$ cat config.mk
export PLATFORM = sky130hd
export DESIGN_NAME = counter_ud_arb
export DESIGN_NICKNAME = d
export VERILOG_FILES = /design/src/rtl/counter_ud_arb.sv
export SDC_FILE = /design/constraint.sdc
export NUM_CORES = 1
export LEC_CHECK = 0
export ABC_AREA = 1
export BUFFER_PORTS_ARGS = -buffer_cell sky130_fd_sc_hd__buf_2
export CORE_MARGIN = 10
export CORE_UTILIZATION = 35
export CTS_BUF_LIST = sky130_fd_sc_hd__clkbuf_16
export DETAILED_ROUTE_END_ITERATION = 7
export GPL_ROUTABILITY_DRIVEN = 0
export PLACE_DENSITY = 0.63
export SETUP_SLACK_MARGIN = 0.15
export SLEW_MARGIN = 20
export SYNTH_ARGS = -nofsm -noshare
export SYNTH_HDL_FRONTEND = slang
export SYNTH_SLANG_ARGS = --single-unit
$ cat constraint.sdc
create_clock -name clk -period 3.01 [get_ports clk]
set_input_delay 0.602 -clock clk [delete_from_list [all_inputs] [get_ports clk]]
set_output_delay 0.602 -clock clk [all_outputs]
set_load 0.02 [all_outputs]
$ cat src/rtl/counter_ud_arb.sv
// Round-robin sequencer sharing one external up/down counter between NREQ requesters.
// Optional macro COUNTER_UD_ARB_SAT_EN: saturate at all-ones/zero instead of wrapping, flagged on sat.
module counter_ud_arb #(
  parameter int NREQ  = 4,
  parameter int WIDTH = 4
) (
  input  logic                    clk,
  input  logic                    rstn,
  input  logic [NREQ-1:0]         req,
  input  logic [2*NREQ-1:0]       req_op,
  input  logic [WIDTH*NREQ-1:0]   req_arg,
  output logic [NREQ-1:0]         gnt,
  output logic [NREQ-1:0]         done,
  output logic [WIDTH-1:0]        result,
  output logic                    sat,
  output logic [WIDTH-1:0]        cnt_load,
  output logic                    cnt_load_en,
  output logic                    cnt_down,
  input  logic [WIDTH-1:0]        cnt_count,
  input  logic                    cnt_rollover
);
  localparam int IW = (NREQ > 1) ? $clog2(NREQ) : 1;

`ifdef COUNTER_UD_ARB_SAT_EN
  localparam bit SAT_EN = 1'b1;
`else
  localparam bit SAT_EN = 1'b0;
`endif

  localparam logic [1:0] OP_LOAD = 2'b00;
  localparam logic [1:0] OP_UP   = 2'b01;
  localparam logic [1:0] OP_DOWN = 2'b10;
  localparam logic [1:0] OP_READ = 2'b11;
  localparam logic [NREQ-1:0] ONE_HOT0 = NREQ'(1);

  typedef enum logic [1:0] {IDLE, EXEC, DONE} state_t;

  state_t           state;
  logic [IW-1:0]    ptr;
  logic [IW-1:0]    idx;
  logic [1:0]       op;
  logic [WIDTH-1:0] arg;
  logic [WIDTH-1:0] rem;
  logic [WIDTH-1:0] result_hold;
  logic             sat_reg;
  logic [IW-1:0]    win;
  logic             stop;
  logic             stepping;

  // Rotating priority: first requester after the last winner.
  always_comb begin
    win = ptr;
    for (int k = NREQ; k >= 1; k--) begin
      if (req[(int'(ptr) + k) % NREQ]) begin
        win = IW'((int'(ptr) + k) % NREQ);
      end
    end
  end

  // Saturation stop is evaluated before the step would be taken.
  assign stop = SAT_EN && (rem != '0) &&
                (((op == OP_UP) && cnt_rollover) || ((op == OP_DOWN) && (cnt_count == '0)));

  assign stepping = (state == EXEC) && ((op == OP_UP) || (op == OP_DOWN)) &&
                    (rem != '0) && !stop;

  always_comb begin
    cnt_load_en = 1'b1;
    cnt_load    = cnt_count;
    cnt_down    = 1'b0;
    if (state == EXEC && op == OP_LOAD) begin
      cnt_load = arg;
    end else if (stepping) begin
      cnt_load_en = 1'b0;
      cnt_down    = (op == OP_DOWN);
    end
  end

  // During DONE the counter is already holding the final value.
  assign result = (state == DONE) ? cnt_count : result_hold;
  assign sat    = sat_reg;

  always_ff @(posedge clk or negedge rstn) begin
    if (!rstn) begin
      state       <= IDLE;
      ptr         <= IW'(NREQ - 1);
      idx         <= '0;
      op          <= '0;
      arg         <= '0;
      rem         <= '0;
      result_hold <= '0;
      sat_reg     <= 1'b0;
      gnt         <= '0;
      done        <= '0;
    end else begin
      gnt     <= '0;
      done    <= '0;
      sat_reg <= 1'b0;
      case (state)
        IDLE: begin
          if (|req) begin
            op    <= req_op[2*int'(win) +: 2];
            arg   <= req_arg[WIDTH*int'(win) +: WIDTH];
            rem   <= req_arg[WIDTH*int'(win) +: WIDTH];
            idx   <= win;
            ptr   <= win;
            gnt   <= ONE_HOT0 << win;
            state <= EXEC;
          end
        end
        EXEC: begin
          if (op == OP_LOAD || op == OP_READ || rem == '0) begin
            state <= DONE;
            done  <= ONE_HOT0 << idx;
          end else if (stop) begin
            state   <= DONE;
            done    <= ONE_HOT0 << idx;
            sat_reg <= 1'b1;
            rem     <= '0;
          end else begin
            rem <= rem - WIDTH'(1);
            if (rem == WIDTH'(1)) begin
              state <= DONE;
              done  <= ONE_HOT0 << idx;
            end
          end
        end
        DONE: begin
          result_hold <= cnt_count;
          state       <= IDLE;
        end
        default: state <= IDLE;
      endcase
    end
  end
endmodule

# After elaboration in Yosys (flattened, before gate mapping)
# Index checks and enable logic that the tools add are counted.
[op_classes]
add_sub_neg = 5
n_lt_le_gt_ge = 4
eq_ne = 9
n_shift = 4
mux = 34
bitwise = 4
reduce_logical = 19
[ops]
columns = ["cell", "count"]
rows = [
  ["$mux W4", 9],
  ["$lt A3 B4 Y1 const B", 4],
  ["$shiftx A16 B5 Y4", 1],
  ["$mux W2", 7],
  ["$mux W1", 12],
  ["$bmux W1 S2", 4],
  ["$pmux W4 S2", 1],
  ["$reduce_or A2 Y1", 4],
  ["$shiftx A8 B4 Y2", 1],
  ["$shl A1 B2 Y4 const A", 2],
  ["$eq A2 B2 Y1 const B", 3],
  ["$add A2 B1 Y2 const B", 2],
  ["$add A2 B2 Y2 const B", 2],
  ["$and A1 B1 Y1 const A", 4],
  ["$eq A2 B1 Y1 const B", 2],
  ["$eq A4 B1 Y1 const B", 1],
  ["$logic_not A2 Y1", 2],
  ["$logic_not A4 Y1", 1],
  ["$ne A2 B2 Y1 const B", 2],
  ["$pmux W2 S2", 1],
  ["$reduce_and A2 Y1", 2],
  ["$reduce_bool A4 Y1", 1],
  ["$reduce_or A4 Y1", 1],
  ["$sub A4 B1 Y4 const B", 1],
  ["5 further kinds", 9],
]
[totals]
ff_bits = 28
in_bits = 35
output_inout_bits = 19

# Depth between registers and ports, before layout
# Gate-level depths: netlist of run 1.
[logic_depth]
depth_word = 13
mapped_depth = 16

# Worst setup path after synthesis of run 1
# No wires, ideal clock.
[synth_timing]
kind = "reg-to-output"
from = "reg state[1]"
to = "out cnt_down"
arrival_ns = 1.448
slack_ns = 0.960
stages_incl_launch_ff = 6
path_buffers = 0
cell_sequence = "dfrtp_1 nor2_1 inv_1 nor2_1 nand2_1 nor2_1"
[synth_between]
elab_chain_len = 5
word_cells_on_any_way = 6
classes_between = "eq/ne (1); mux (2); reduce/logical (3)"
[synth_rtl]
columns = ["item", "line", "source"]
rows = [
  ["start: declaration", "38", "state_t state;"],
  ["start signal: assignment", "85", "state <= IDLE;"],
  ["start signal: assignment", "108", "state <= EXEC;"],
  ["start signal: assignment", "113", "state <= DONE;"],
  ["$eq A2 B1 Y1 (*)", "64, 71", ""],
  ["$logic_and A1 B1 Y1 (2 in a row)", "64", "assign stepping = (state == EXEC) && ((op == OP_UP) || (op == OP_DOWN)) &&"],
  ["$mux W1", "73", "end else if (stepping) begin"],
  ["$mux W1 (*)", "71", "if (state == EXEC && op == OP_LOAD) begin"],
  ["end: declaration", "18", "output logic cnt_down,"],
]
# Every way passes the cells marked *; elsewhere a longest branch is shown, timed or not.

# Worst setup path in the final report of run 1
# Same ends and word-level chain as after synthesis.

==> reports/results.ini, run 1 <==
[status]
outcome=complete, no violations

[drt]
vias_per_cell=4.514
post_drt_wl_per_cell_um=11.86
wl_mm=4.151
via_count=1580
first_pass_iters=4
drt.antenna.violating_nets=0
drc=0
drt_first_iter_violations=69

[cts]
cts_tree=built
clock-sinks=28
cts_hold_buf=0
cts.path.max_buffers=2
clock_latency_ns=0.26
clk_pin_slew_ns=0.07
htree_num_levels=1
cts_inserted_buffers=3
postCtsSetupRepairBufs=0
clockRootBuffer=clkbuf_16
cts_resized=0

[setup_path]
reg2reg_from=state[1]
path_buf_inv=2
slowest_delay_ns=0.39
cp-end-kind=output port
rr_worst_depth=8
crit_slowest_cell=dfrtp_1
r2r_slack_ns=0.78
cp_top_family=simple AND/OR/NAND/NOR gates
crit_chain=nor2_1 -> inv_1 -> nor2_1 -> nand2_1 -> nor2_1 -> buf_2
critical_path.max_fanout=6
worstSetupPathType=flop to output port
worstReg2RegEnd=rem[0]
arrival_ns=1.82
crit_top_cell=nor2_1
cp_data_required_time_ns=2.41
critPathLaunchType=flop

[timing]
min_period_ns=2.421
max_freq_ghz=0.4131
hold_ws_ns=0.3372
hold_viol_final=0
clock_skew_ns=0.003593
slew_headroom=0.2673
worst_slew_pin_slew_ns=1.095
setup_slack_ns=0.5892
rsz0062_at_grt=false
period_share=0.8043
setup_tns_ns=0
setup_violations=0
drv_slew=0

[logic_synthesis]
ys_async_sr_fraction=1.000
yosysUniqueCellTypes=31
ys_seq_area_frac=0.3881
synthFlopType=dfrtp_1
syn_avg_cell_area_um2=7.912
synth_commonest_cells=nand2_1 (58), inv_1 (34), dfrtp_1 (26)
yosysTopAreaCell=dfrtp_1
synth_edf_count=0
synthTopCellsByArea=dfrtp_1 (36%), nand2_1 (12%), inv_1 (7.0%), nand3_1 (6.9%), nand2_2 (4.8%)
synth.top_cell.area_share=0.3591
yosysMostFrequentCell=nand2_1
synthesis.nets=269
synth-seq-cells=28
syn_area_um2=1812
yosys_warnings=0
netlist_instances=229

[place]
dp_cells=346
dp_hpwl_mm=3.341
placed_area_um2=2108
place_ws_ns=0.6242
port_buffers=51

[power]
p_leak_nw=1.245
ir_drop_v=0.0005835
finalPower_mw=2.956
p_per_area_nw_per_um2=1335

[die]
initial_utilization=0.3570
core-area_um2=5075
io_pins=54
die_w_um=91.95
row_count=26
die_area_um2=8454
die_h_um=91.95

[global_route]
grt_pass1_vias=1614
overflow=0
grt_pass1_wl_mm=7.100
globalRouteTotalUtil=0.09968
grt_start_max_net_pins=29
antenna_found_initial=0

[cells_and_area]
post-route-util=0.4361
design_area_um2=2213
area_growth_pct=22.17
drive_gt1_frac=0.3357
fin_nets=321
fin_cells=350
num_antenna_cells=0
nFillCells=550

[flow_run]
cap_violations=0

[hold_path]
hold_class=input pin to async pin

==> report_power, final <==
part | switching (mW) | leakage [nW] | internal, mW | total (mW)
sequential | 0.105 | 0.347 | 0.563 | 0.668
clock | 0.127 | 0.0511 | 0.265 | 0.392
combinational | 1.26 | 0.847 | 0.635 | 1.90
total | 1.49 | 1.25 | 1.46 | 2.96
==> state kept, by name, indices dropped and copies added (netlist names) <==
name	cells
done	4
ptr	2
op	2
idx	2
state	2
arg	4
result_hold	4
rem	4
gnt	4
==> worst max path at each step <==
stage	startpoint	slack [ns]	cells past startpoint	end
floorplan	state[1]	0.96	5	cnt_down
global placement	req[1]	0.66	8	rem[0]
detailed placement	req[1]	0.62	8	rem[0]
CTS	state[1]	0.58	6	cnt_down
global route	state[1]	0.40	6	cnt_down
finish	state[1]	0.59	6	cnt_down
==> logic make-up after synthesis <==
group	count (synthesis)	share of synthesized area
and+or+nand+nor	124	0.3474
buffers and inverters	43	0.1119
DFF	28	0.3881
AOI/OAI and AO/OA	22	0.08149
adders and majority gates	5	0.03453
muxes	4	0.02486
xor gates and xnor gates	2	0.009670
other	1	0.002070
==> cell usage in the layout, fill, tap and decap left out, types with 2 or more instances in the layout <==
cell type,count
a21oi_1,3
a21oi_2,2
buf_2,51
clkbuf_16,3
dfrtp_1,26
dfstp_2,2
ha_1,5
inv_1,34
inv_2,2
mux2_2,4
nand2_1,58
nand2_2,14
nand2_4,5
nand3_1,25
nand3_2,2
nand3b_1,6
nor2_1,10
o211ai_2,4
o21ai_0,9
o21ai_1,4
==> area by class of cell <==
cell class              count  area [um^2]  share of cell area
clock buffers               3        75.07             0.03392
well taps                  70        87.58             0.03957
multi-input cells         158        905.9              0.4093
inverters                  39        156.4             0.07066
clock inverters             1        30.03             0.01357
repair buffers             51        255.2              0.1153
flip-flops and latches     28        703.2              0.3177
==> routing by layer <==
metal	routed length, um	vias to the layer above	global-route usage
li1	-	823	-
met1	1908	708	0.1199
met2	1915	44	0.1653
met3	248	5	0.02200
met4	78	0	0.04627
met5	0	-	0
(Power assumes the default switching activity.)
==> run 2: changes to the inputs <==
==> constraint.sdc (replaced) <==
create_clock -name clk -period 2.55 [get_ports clk]
set_input_delay 0.51 -clock clk [delete_from_list [all_inputs] [get_ports clk]]
set_output_delay 0.51 -clock clk [all_outputs]
set_load 0.02 [all_outputs]
==> reports/results.ini, run 2 (synthesis gave the netlist of run 1 again) <==
[cts]
clockRootBuffer=clkbuf_16
clock-sinks=28
cts_resized=0
postCtsSetupRepairBufs=0
clock_latency_ns=0.26
clk_pin_slew_ns=0.07
cts_tree=built
cts.path.max_buffers=2
htree_num_levels=1
cts_hold_buf=0
cts_inserted_buffers=3

[die]
io_pins=54
die_w_um=91.95
row_count=26
die_area_um2=8454
initial_utilization=0.3570
core-area_um2=5075
die_h_um=91.95

[timing]
rsz0062_at_grt=false
worst_slew_pin_slew_ns=0.5996
period_share=0.8227
slew_headroom=0.6002
max_freq_ghz=0.4767
setup_violations=0
min_period_ns=2.098
drv_slew=0
clock_skew_ns=0.005511
hold_viol_final=0
setup_tns_ns=0

[hold_path]
hold_class=input pin to async pin

[drt]
via_count=1595
post_drt_wl_per_cell_um=11.99
first_pass_iters=4
vias_per_cell=4.531
drc=0
drt.antenna.violating_nets=0
wl_mm=4.221
drt_first_iter_violations=87

[power]
ir_drop_v=0.0009008
clkPwrFrac=0.131
seqPwrFrac=0.224
swShare=0.5029
p_leak_nw=1.255
power.internal_mw=1.749
p_per_area_nw_per_um2=1579
finalPower_mw=3.518
power_switching_mw=1.769
combPwrFrac=0.645

[setup_path]
cp_data_required_time_ns=2.04
worstSetupPathType=flop to output port
slowest_delay_ns=0.38
cp-end-kind=output port
crit_slowest_cell=dfrtp_1
arrival_ns=1.59
crit_chain=inv_1 -> ha_1 -> nand3_1 -> nand2_1 -> nor2_1 -> nand2_1 -> nor2_1 -> buf_2
critical_path.max_fanout=4
critPathLaunchType=flop

[cells_and_area]
nFillCells=531
drive_gt1_frac=0.3404
post-route-util=0.4391
final_cell_mix=nand2_1 (58), buf_2 (51), inv_1 (34)
num_antenna_cells=0
design_area_um2=2228
area_growth_pct=23.00
layout_commonest_cell=nand2_1
fin_cells=352
fin_nets=323

[flow_run]
cap_violations=0

[global_route]
antenna_found_initial=0
grt_pass1_wl_mm=7.245
grt_start_max_net_pins=29
grt_pass1_vias=1655
globalRouteTotalUtil=0.1009
overflow=0

[status]
outcome=complete, no violations

[place]
dp_hpwl_mm=3.376
port_buffers=51
placed_area_um2=2123
dp_cells=348

[run 2: final cells by class]
| class | instances | area, um^2 | area share |
|---|---|---|---|
| Clock buffer | 3 | 75.07 | 0.03369 |
| Multi-Input combinational cell | 158 | 905.9 | 0.4065 |
| Tap cell | 70 | 87.58 | 0.03930 |
| Sequential cell | 28 | 703.2 | 0.3156 |
| Clock inverter | 1 | 30.03 | 0.01348 |
| Inverter | 39 | 156.4 | 0.07019 |
| Timing Repair Buffer | 53 | 270.3 | 0.1213 |
[run 2: power groups by stage]
stage                     clock network [mW]  logic [mW]  registers [mW]
after floorplan                            0        1.86           0.788
after global placement                     0        2.26           0.787
after detailed placement                   0        2.29           0.793
after CTS                              0.471        2.31           0.787
after global routing                   0.488        2.61           0.813
final                                  0.462        2.27           0.788
[run 2: path summary, 6_finish.rpt]
check                        from  endpoint  slack (ns)  cells past startpoint
min in group clk           rem[1]    rem[1]        0.48                      2
max in group asynchronous    rstn     op[0]        1.91                      1
min reg2reg                rem[1]    rem[1]        0.48                      2
max reg2reg                ptr[0]    arg[3]        0.52                     13
min                          rstn    arg[2]        0.25                      1
max                        rem[0]  cnt_down        0.45                      8
[run 2: metrics by stage]
stage          hold slack, ns  worst slack, ns
2_1_floorplan          0.2144           0.5918
3_3_place_gp           0.4656           0.5338
3_5_place_dp           0.4656           0.5255
4_1_cts                0.2788           0.4297
5_1_grt                0.3121           0.2286
6_report               0.2451           0.4521
[run 2: worst max-delay path, delay by kind of cell, from the launching register on]
| family | cells | cell delay, ns |
|---|---|---|
| adder cells (fa/ha/maj) | 1 | 0.20 |
| AND/OR/NAND/NOR | 5 | 0.48 |
| flip-flops | 1 | 0.38 |
| buffers and inverters | 2 | 0.27 |
[run 2: routing by layer]
metal,vias to the layer above,global-route usage,part of all wire
met5,-,0,0
met4,0,0.03728,0.014
met3,4,0.02363,0.057
met2,34,0.1771,0.48
met1,732,0.1163,0.45
li1,825,-,-
==> run 3: changes to the inputs <==
==> constraint.sdc (replaced) <==
create_clock -name clk -period 2.1 [get_ports clk]
set_input_delay 0.42 -clock clk [delete_from_list [all_inputs] [get_ports clk]]
set_output_delay 0.42 -clock clk [all_outputs]
set_load 0.02 [all_outputs]
==> reports/results.ini, run 3 (synthesis gave the netlist of run 1 again) <==
[cells_and_area]
area_growth_pct=39.71
num_antenna_cells=0
layout_commonest_cell=nand2_1
fin_nets=340
final_cell_mix=nand2_1 (48), buf_2 (47), inv_1 (29)
drive_gt1_frac=0.4716
post-route-util=0.4988

[setup_path]
rr_worst_depth=13
slowest_delay_ns=0.60
critical_path.max_fanout=5
reg2reg_from=ptr[0]
worst-path-stages=13
worstReg2RegEnd=rem[2]
cp-end-kind=flop
crit_chain=buf_4 -> nand2_1 -> nand2_2 -> nand2_2 -> nand2_2 -> clkinv_4 -> nand3_4 -> buf_6 -> nand3b_1 -> nand3_1 -> nand3_1 -> nand2_1 -> nand2_1
critPathLaunchType=flop
path_buf_inv=3
worstSetupPathType=flop to flop
crit_slowest_cell=dfstp_2
cp_data_required_time_ns=2.26
arrival_ns=2.08
cp_top_family=simple AND/OR/NAND/NOR gates
r2r_slack_ns=0.18

[cts]
cts_tree=built
cts_inserted_buffers=3
clockRootBuffer=clkbuf_16
clock-sinks=28
htree_num_levels=1
clk_pin_slew_ns=0.07
cts.path.max_buffers=2
clock_latency_ns=0.27

[hold_path]
hold_class=input pin to async pin

[die]
die_area_um2=8454
io_pins=54
die_h_um=91.95
die_w_um=91.95
core-area_um2=5075
initial_utilization=0.3570
row_count=26

[power]
power_switching_mw=2.536
power.internal_mw=2.635
combPwrFrac=0.706
p_leak_nw=1.378
seqPwrFrac=0.184
clkPwrFrac=0.110
ir_drop_v=0.001119
swShare=0.4905
p_per_area_nw_per_um2=2043

[timing]
drv_slew=0
clock_skew_ns=0.003617
setup_violations=0
rsz0062_at_grt=true
setup_tns_ns=0
min_period_ns=1.916
hold_viol_final=0
period_share=0.9122
hold_ws_ns=0.1558
max_freq_ghz=0.5220
slew_headroom=0.5981
worst_slew_pin_slew_ns=0.6029

[global_route]
antenna_found_initial=0
grt_pass1_wl_mm=7.307
globalRouteTotalUtil=0.1032
grt_pass1_vias=1641
overflow=0
grt_start_max_net_pins=29

[drt]
vias_per_cell=4.588
drc=0
drt.antenna.violating_nets=0
post_drt_wl_per_cell_um=12.76
via_count=1693
drt_first_iter_violations=90
first_pass_iters=4
wl_mm=4.709

[place]
port_buffers=51
dp_hpwl_mm=3.411

[flow_run]
cap_violations=0

[status]
outcome=complete, no violations

run 3: through the flow:
step | worst slack, ns | cells | instance area (um^2) | power [mW]
final | 0.1844 | 369 | 2531 | 5.171
after global routing | 0.08965 | 369 | 2531 | 5.639
after CTS | 0.1577 | 358 | 2290 | 4.527
after detailed placement | 0.1419 | 351 | 2146 | 3.834
after global placement | 0.1548 | 351 | 2146 | 3.782
after floorplan | 0.2318 | 229 | 1812 | 3.217
run 3: routing by layer:
| metal | global-route usage | vias to the layer above | routed length [um] |
|---|---|---|---|
| met5 | 0 | - | 0 |
| met4 | 0.05013 | 0 | 89 |
| met3 | 0.02445 | 5 | 249 |
| met2 | 0.1712 | 44 | 2305 |
| met1 | 0.1224 | 784 | 2065 |
| li1 | - | 860 | - |
run 3: cell type report:
class / count / area, um^2
Fill cell: 500 / 2544
Tap cell: 70 / 87.58
Timing Repair Buffer: 69 / 427.9
Inverter: 39 / 158.9
Multi-Input combinational cell: 159 / 1049
Clock buffer: 3 / 75.07
Clock inverter: 1 / 30.03
Sequential cell: 28 / 703.2
run 3: worst max path at each step:
stage                     startpoint  endpoint  slack, ns
final                         ptr[0]    rem[2]       0.18
after global routing          ptr[0]    rem[3]       0.09
after CTS                     ptr[0]    arg[3]       0.16
after detailed placement      ptr[0]    rem[2]       0.14
after global placement        ptr[0]    arg[3]       0.15
after floorplan             state[1]  cnt_down       0.23
run 3: repair_timing:
item | CTS | global route
setup buffers | 3 | 8
endpoints found under the setup margin | 10 | 16
hold buffers | 0 | 0
pin swaps | 1 | 19
cloned | 0 | 3
gates resized for setup | 4 | 47
run 3: power by group through the flow:
stage	clock, mW	sequential [mW]	combinational (mW)
6_report	0.567	0.952	3.65
5_1_grt	0.588	0.984	4.07
4_1_cts	0.578	0.948	3.00
3_5_place_dp	0	0.962	2.87
3_3_place_gp	0	0.956	2.83
2_1_floorplan	0	0.957	2.26
